## src/rtl/dmro_frame_aligner.sv

```systemverilog
// dmro_frame_aligner: bit-serial DMRO frame aligner.
// Hunts for the 2'b10 header by slipping one bit per cycle. It then confirms
// the alignment over LOCK_THRESH consecutive frames. Once locked it emits every
// aligned 32-bit frame, flags bad headers, and drops lock after
// UNLOCK_THRESH consecutive bad headers.
module dmro_frame_aligner #(
    parameter int LOCK_THRESH   = 8,
    parameter int UNLOCK_THRESH = 4
) (
    input  logic        CLK,
    input  logic        RSTn,
    input  logic        DataIn,
    input  logic        REVData,
    output logic [31:0] FrameOut,
    output logic        FrameValid,
    output logic        HeaderErr,
    output logic        Locked,
    output logic [15:0] ErrCnt
);

    localparam int GOOD_W = $clog2(LOCK_THRESH + 1);
    localparam int BAD_W  = $clog2(UNLOCK_THRESH + 1);

    // Compare against threshold-1 so the decision uses the pre-increment count.
    localparam logic [GOOD_W-1:0] GOOD_ONE    = GOOD_W'(1);
    localparam logic [GOOD_W-1:0] LOCK_LAST   = GOOD_W'(LOCK_THRESH - 1);
    localparam logic [BAD_W-1:0]  BAD_ONE     = BAD_W'(1);
    localparam logic [BAD_W-1:0]  UNLOCK_LAST = BAD_W'(UNLOCK_THRESH - 1);

    typedef enum logic [1:0] {
        SEARCH = 2'd0,
        CHECK  = 2'd1,
        LOCKED = 2'd2
    } alignState;

    alignState         state;
    logic [30:0]       shiftReg;
    logic [4:0]        bitCnt;
    logic [GOOD_W-1:0] goodCnt;
    logic [BAD_W-1:0]  badCnt;

    logic [31:0] rawWord;
    logic [31:0] revWord;
    logic [31:0] candWord;
    logic        atBoundary;
    logic        headerGood;

    // The candidate word includes the bit arriving this cycle.
    // A frame is therefore judged on the same edge that samples its last bit.
    assign rawWord = {shiftReg, DataIn};

    generate
        for (genvar gi = 0; gi < 32; gi++) begin : gRev
            assign revWord[gi] = rawWord[31-gi];
        end
    endgenerate

    assign candWord   = REVData ? revWord : rawWord;
    assign atBoundary = (bitCnt == 5'd31);
    assign headerGood = (candWord[31:30] == 2'b10);

    // Alignment FSM with registered frame, strobe, lock and error outputs.
    always_ff @(posedge CLK) begin
        if (!RSTn) begin
            shiftReg   <= '0;
            bitCnt     <= '0;
            goodCnt    <= '0;
            badCnt     <= '0;
            state      <= SEARCH;
            FrameOut   <= '0;
            FrameValid <= 1'b0;
            HeaderErr  <= 1'b0;
            Locked     <= 1'b0;
            ErrCnt     <= '0;
        end else begin
            shiftReg   <= rawWord[30:0];
            FrameValid <= 1'b0;
            HeaderErr  <= 1'b0;

            case (state)
                SEARCH: begin
                    // bitCnt parks at 31 while hunting.
                    // This makes every cycle a candidate position, one bit later each time.
                    if (!atBoundary) begin
                        bitCnt <= bitCnt + 5'd1;
                    end else if (headerGood) begin
                        state   <= CHECK;
                        goodCnt <= GOOD_ONE;
                        bitCnt  <= 5'd0;
                    end
                end

                CHECK: begin
                    if (!atBoundary) begin
                        bitCnt <= bitCnt + 5'd1;
                    end else if (headerGood) begin
                        bitCnt  <= 5'd0;
                        goodCnt <= goodCnt + GOOD_ONE;
                        if (goodCnt >= LOCK_LAST) begin
                            state  <= LOCKED;
                            Locked <= 1'b1;
                            badCnt <= '0;
                        end
                    end else begin
                        // False alignment: resume hunting on the very next bit.
                        state   <= SEARCH;
                        goodCnt <= '0;
                    end
                end

                LOCKED: begin
                    if (!atBoundary) begin
                        bitCnt <= bitCnt + 5'd1;
                    end else begin
                        FrameOut   <= candWord;
                        FrameValid <= 1'b1;
                        if (headerGood) begin
                            badCnt <= '0;
                            bitCnt <= 5'd0;
                        end else begin
                            HeaderErr <= 1'b1;
                            if (ErrCnt != 16'hFFFF) begin
                                ErrCnt <= ErrCnt + 16'd1;
                            end
                            if (badCnt >= UNLOCK_LAST) begin
                                // bitCnt stays at 31 so the hunt starts on the next bit.
                                state   <= SEARCH;
                                Locked  <= 1'b0;
                                badCnt  <= '0;
                                goodCnt <= '0;
                            end else begin
                                badCnt <= badCnt + BAD_ONE;
                                bitCnt <= 5'd0;
                            end
                        end
                    end
                end

                default: begin
                    state  <= SEARCH;
                    Locked <= 1'b0;
                end
            endcase
        end
    end

endmodule
```

## config.mk

```make
export PLATFORM = sky130hd
export DESIGN_NAME = dmro_frame_aligner
export DESIGN_NICKNAME = d
export VERILOG_FILES = /design/src/rtl/dmro_frame_aligner.sv
export SDC_FILE = /design/constraint.sdc
export NUM_CORES = 1
export LEC_CHECK = 0
export BUFFER_PORTS_ARGS = -buffer_cell sky130_fd_sc_hd__buf_2
export CORE_ASPECT_RATIO = 1.1
export CORE_UTILIZATION = 55
export DETAILED_ROUTE_END_ITERATION = 6
export PLACE_DENSITY = 0.73
export SYNTH_ARGS = -nofsm -noshare
export SYNTH_HDL_FRONTEND = slang
export SYNTH_SLANG_ARGS = --single-unit
```

## constraint.sdc

```tcl
create_clock -name CLK -period 6.95 [get_ports CLK]
set_input_delay 0.3475 -clock CLK [delete_from_list [all_inputs] [get_ports CLK]]
set_output_delay 0.3475 -clock CLK [all_outputs]
set_load 0.05 [all_outputs]
```

* Word-level counts from Yosys, hierarchy flattened *
Cells that the tools add are included.
Widths: inputs -> output; s select.

storage, ports and cells
  input bits = 4
  logic and storage cells = 88
  flip-flop bits (word level) = 96
  output and inout port bits = 51

operators by class
  reductions and logical operators = 14
  $lt $le $gt $ge = 2
  add/sub/neg operators = 4
  bitwise logic cells = 2
  equality and inequality tests = 16
  mux-type cells = 40

operators with widths
  kind                   number
  $mux 32                1
  $mux 4                 7
  $mux 5                 5
  $reduce_and 7->1       3
  $mux 3                 6
  $add 16x1->16 const B  1
  $mux 2                 8
  $ne 16x16->1 const B   1
  $ne 2x2->1 const B     8
  $pmux 4 s3             1
  $pmux 5 s2             1
  $mux 1                 8
  $pmux 2 s3             1
  $pmux 3 s2             1
  $reduce_and 3->1       2
  $add 5x1->5 const B    1
  $eq 5x5->1 const B     1
  $reduce_and 5->1       1
  $add 4x1->4 const B    1
  $eq 2x2->1 const B     2
  $ge 4x3->1 const B     1
  $ne 4x4->1 const B     1
  $reduce_and 2->1       2
  $reduce_and 4->1       1
  11 further kinds       13

* Depth between registers and ports, before layout *
  word-level depth = 5
  gate-level depth with buffers = 10
  mapped depth without buffers = 8

* Worst setup path after synthesis *
OpenSTA, ideal clock, no wires.

  path kind = register to register
  start point = reg bitCnt[0]
  end point = reg goodCnt[3]
  path buffers = 0
  data required time = 6834 ps
  library setup time = 116 ps
  setup slack = 4563 ps
  stages on the path, launching flop included = 9
  data arrival time = 2272 ps
  period minus slack after synthesis = 2387 ps
  cells stage by stage = dfxtp_1 -> ha_1 -> and3_1 -> ha_1 -> inv_1 -> or4_4 -> o221a_4 -> o311a_1 -> a31o_1

on the way
  word-level cells in the longest chain between the ends = 3
  elaborated cells on any way between the ends = 5

RTL lines
  element                                line  source
  start, declared                        38    logic [4:0] bitCnt;
  start signal, assigned                 85    bitCnt <= bitCnt + 5'd1;
  start signal, assigned                 95    bitCnt <= bitCnt + 5'd1;
  start signal, assigned                 113   bitCnt <= bitCnt + 5'd1;
  $eq 5x5->1 (*)                         59    assign atBoundary = (bitCnt == 5'd31);
  named net atBoundary                   45    logic atBoundary;
  $ne 2x2->1 (no source line)            n/a
  $reduce_and 7->1 (no source line) (*)  n/a
  end signal, assigned                   98    goodCnt <= goodCnt + GOOD_ONE;
  end, declared                          39    logic [GOOD_W-1:0] goodCnt;

Mark *: on every way through the listed nets, which the timed path passes. The rest lies on a longest branch.
A chain may end at the register's enable or synchronous reset.

* Worst setup path after layout *
  start point = reg bitCnt[0]
  end point = reg ErrCnt[15]

on the way
  word-level cells in the longest chain between the ends = 2

RTL lines
  element                            line  source
  $eq 5x5->1                         59
  named net atBoundary               45
  $reduce_and 4->1 (no source line)  n/a
  end signal, assigned               123   ErrCnt <= ErrCnt + 16'd1;
  end, declared                      18    output logic [15:0] ErrCnt

The timed path passes the listed nets, and every way through them passes these cells.

==> qor.yml <==
io_pins: 55
grt.total_usage_pct: 21.35
path_cells: "ha_1 > and3_1 > ha_1 > nand2_1 > or3_1 > nor4_1 > nor3b_1 > mux2i_1"
netSwitchingFraction_pct: 22.02
slowest_stage: "or3_1"
end_kind: "flop"
critPathKind: "flop to flop"
drt-initial-drc-count: 83
critical-path-top-delay-family: "simple AND/OR/NAND/NOR gates"
max_stage_delay_ps: 570
critPathArrivalTime_ps: 2930
cts.sinks: 96
ys_top_cells_by_count: "dfxtp_1, nor2_1, mux2i_1"
r2r-end: "ErrCnt[15]"
wire_per_inst_um: 13.90
crit_path_start_kind: "flop"
start_util_pct: 56.87
stdcell_area_um2: 4521
cts_setup_buffers: 0
period_share_pct: 38.04
finClkSkew_ps: 9.517
status: "complete, no violations"
crit_top_cell: "ha_1"
clkPwrFrac_pct: 41.1
postCtsResizedCells: 0
synth_edf_count: 0
cap_violations: 0
clkLatencyLatePin_ps: 360
async_flop_share_pct: 0
p_leak_nw: 1.862
syn_nets: 435
drive_gt1_share_pct: 17.38
finalMaxSlewViolations: 0
viasPerCell: 5.550
setup_viol: 0
seq_area_frac_synth_pct: 47.96
p_int_mw: 0.7680
seq_power_share_pct: 56.2
yosys_warnings: 0
die_x_um: 83.39
avgSynthCellArea_um2: 9.542
ir_drop_uv: 124.4
synth_ff_type: "dfxtp_1"
synth_area_um2: 4008
placed_area_um2: 4294
setup_slack_ps: 4306
gp_congestion: 0.7557
cts_tree: "done"
numCtsBuffers: 9
worstHoldStart: "DataIn"
ys_seq_elements: 96
required_ps: 7240
hold_viol: 0
netlist_top_cells_area: "dfxtp_1, mux2i_1, a211oi_1, nor2_1, and2_1"
die_y_um: 91.53
grt_max_degree: 65
synth_top_area_share_pct: 47.96
ctsHtreeMaxLevel: 3
vias: 3058
io_buffers: 54
dp_hpwl_um: 4865
hold_ws_ps: 264.6
clk_path_buf_depth: 2
n_antenna_cell: 0
worstRegToRegCells: 8
wl_um: 7658
min_period_ps: 2644
worst-path-buf-inv: 0
grt_pass1_vias: 2857
comb_power_share_pct: 2.6
firstDrtPassIters: 4
yosys.cell_count.top_type: "dfxtp_1"
preCtsSetupSlack_ps: 4027
powerDensity_nw_per_um2: 217.9
clockRootBuffer: "clkbuf_8"
syn2layout_area_growth_pct: 12.80
min_path_cells: 2
synth_top_area_cell: "dfxtp_1"
final.setup.tns_ps: 0
ys_types: 41
r2r_start: "bitCnt[0]"
fmax_mhz: 378.2
worst_slew_pin_slew_ps: 1070
cp-startpoint: "bitCnt[0]"
path_max_fanout: 16
ctsHoldBuffers: 0
antenna_found_initial: 0
core-area_um2: 7047
drc: 0
fp.dieArea_um2: 7632
r2r_slack_ps: 4310
rsz0062_at_grt: "no"
ant_nets: 0
p_sw_mw: 0.2169
netlist_instances: 420
hold_end: "shiftReg[0]"
num_rows: 32
slew_headroom_pct: 28.69
grt_first_pass_wirelength_um: 13100
layout.nets: 476
min-delay-path-class: "primary input to flop"
cts.clk_slew.worst_paths_ps: 90
grt_remaining_overflow: 0
utilization_pct: 64.15
## power by group through the flow
stage               sequential, mW  combinational (mW)  clock, mW
CTS                          0.554              0.0264      0.415
finish                       0.554              0.0260      0.405
detailed placement           0.567              0.0263          0
global placement             0.567              0.0256          0
global route                 0.555              0.0288      0.435
floorplan                    0.566              0.0217          0
## sequential cells by signal, indices dropped and copies added, names as in the netlist, 2 cells and up
name,flops
ErrCnt,16
FrameOut,32
badCnt,3
bitCnt,5
goodCnt,4
shiftReg,31
state,2
## cell usage in the layout, fill, tap and decap left out, types with 11 or more instances in the layout
cell,instances
nor2_1,65
mux2i_1,40
xnor2_1,13
a211oi_1,34
and2_1,32
nand2_1,12
buf_2,54
ha_1,11
o21ai_0,11
dfxtp_1,96
## layer usage
metal | global-route usage [%] | wire length [um]
met3 | 5.545 | 324
met2 | 35.25 | 3689
met5 | 0 | 0
met4 | 8.046 | 70
met1 | 26.71 | 3573
## how the worst max path moves through the flow
| stage | endpoint | slack [ps] | cells past startpoint |
|---|---|---|---|
| final | ErrCnt[15] | 4310 | 8 |
| after floorplan | goodCnt[3] | 4560 | 8 |
| after global routing | ErrCnt[15] | 4060 | 8 |
| after CTS | ErrCnt[15] | 4320 | 8 |
| after detailed placement | ErrCnt[15] | 4030 | 6 |
| after global placement | ErrCnt[15] | 4090 | 6 |
## final cells by class
type                       instances  area, um2
tap                               85      106.4
inverter                           8      30.03
clock inverter                     7      102.6
sequential                        96       1922
timing repair buffer              56      285.3
clock buffer                       9      123.9
fill                             588       2526
multi-input combinational        290       1951
## through the flow
| stage | std cells | power (mW) |
|---|---|---|
| global route | 551 | 1.019 |
| CTS | 551 | 0.9958 |
| finish | 551 | 0.9850 |
| global placement | 535 | 0.5922 |
| detailed placement | 535 | 0.5930 |
| floorplan | 420 | 0.5878 |
## cells by family after synthesis
logic type | Yosys count | share of synthesized area [%]
xor gates and xnor gates | 13 | 2.841
buffers and inverters | 34 | 3.403
adders and majority gates | 11 | 3.434
DFF | 96 | 47.95
and+or+nand+nor | 162 | 20.89
muxes | 40 | 9.991
AOI/OAI and AO/OA | 64 | 11.49
Note: power is estimated with default switching activity, not from simulation.
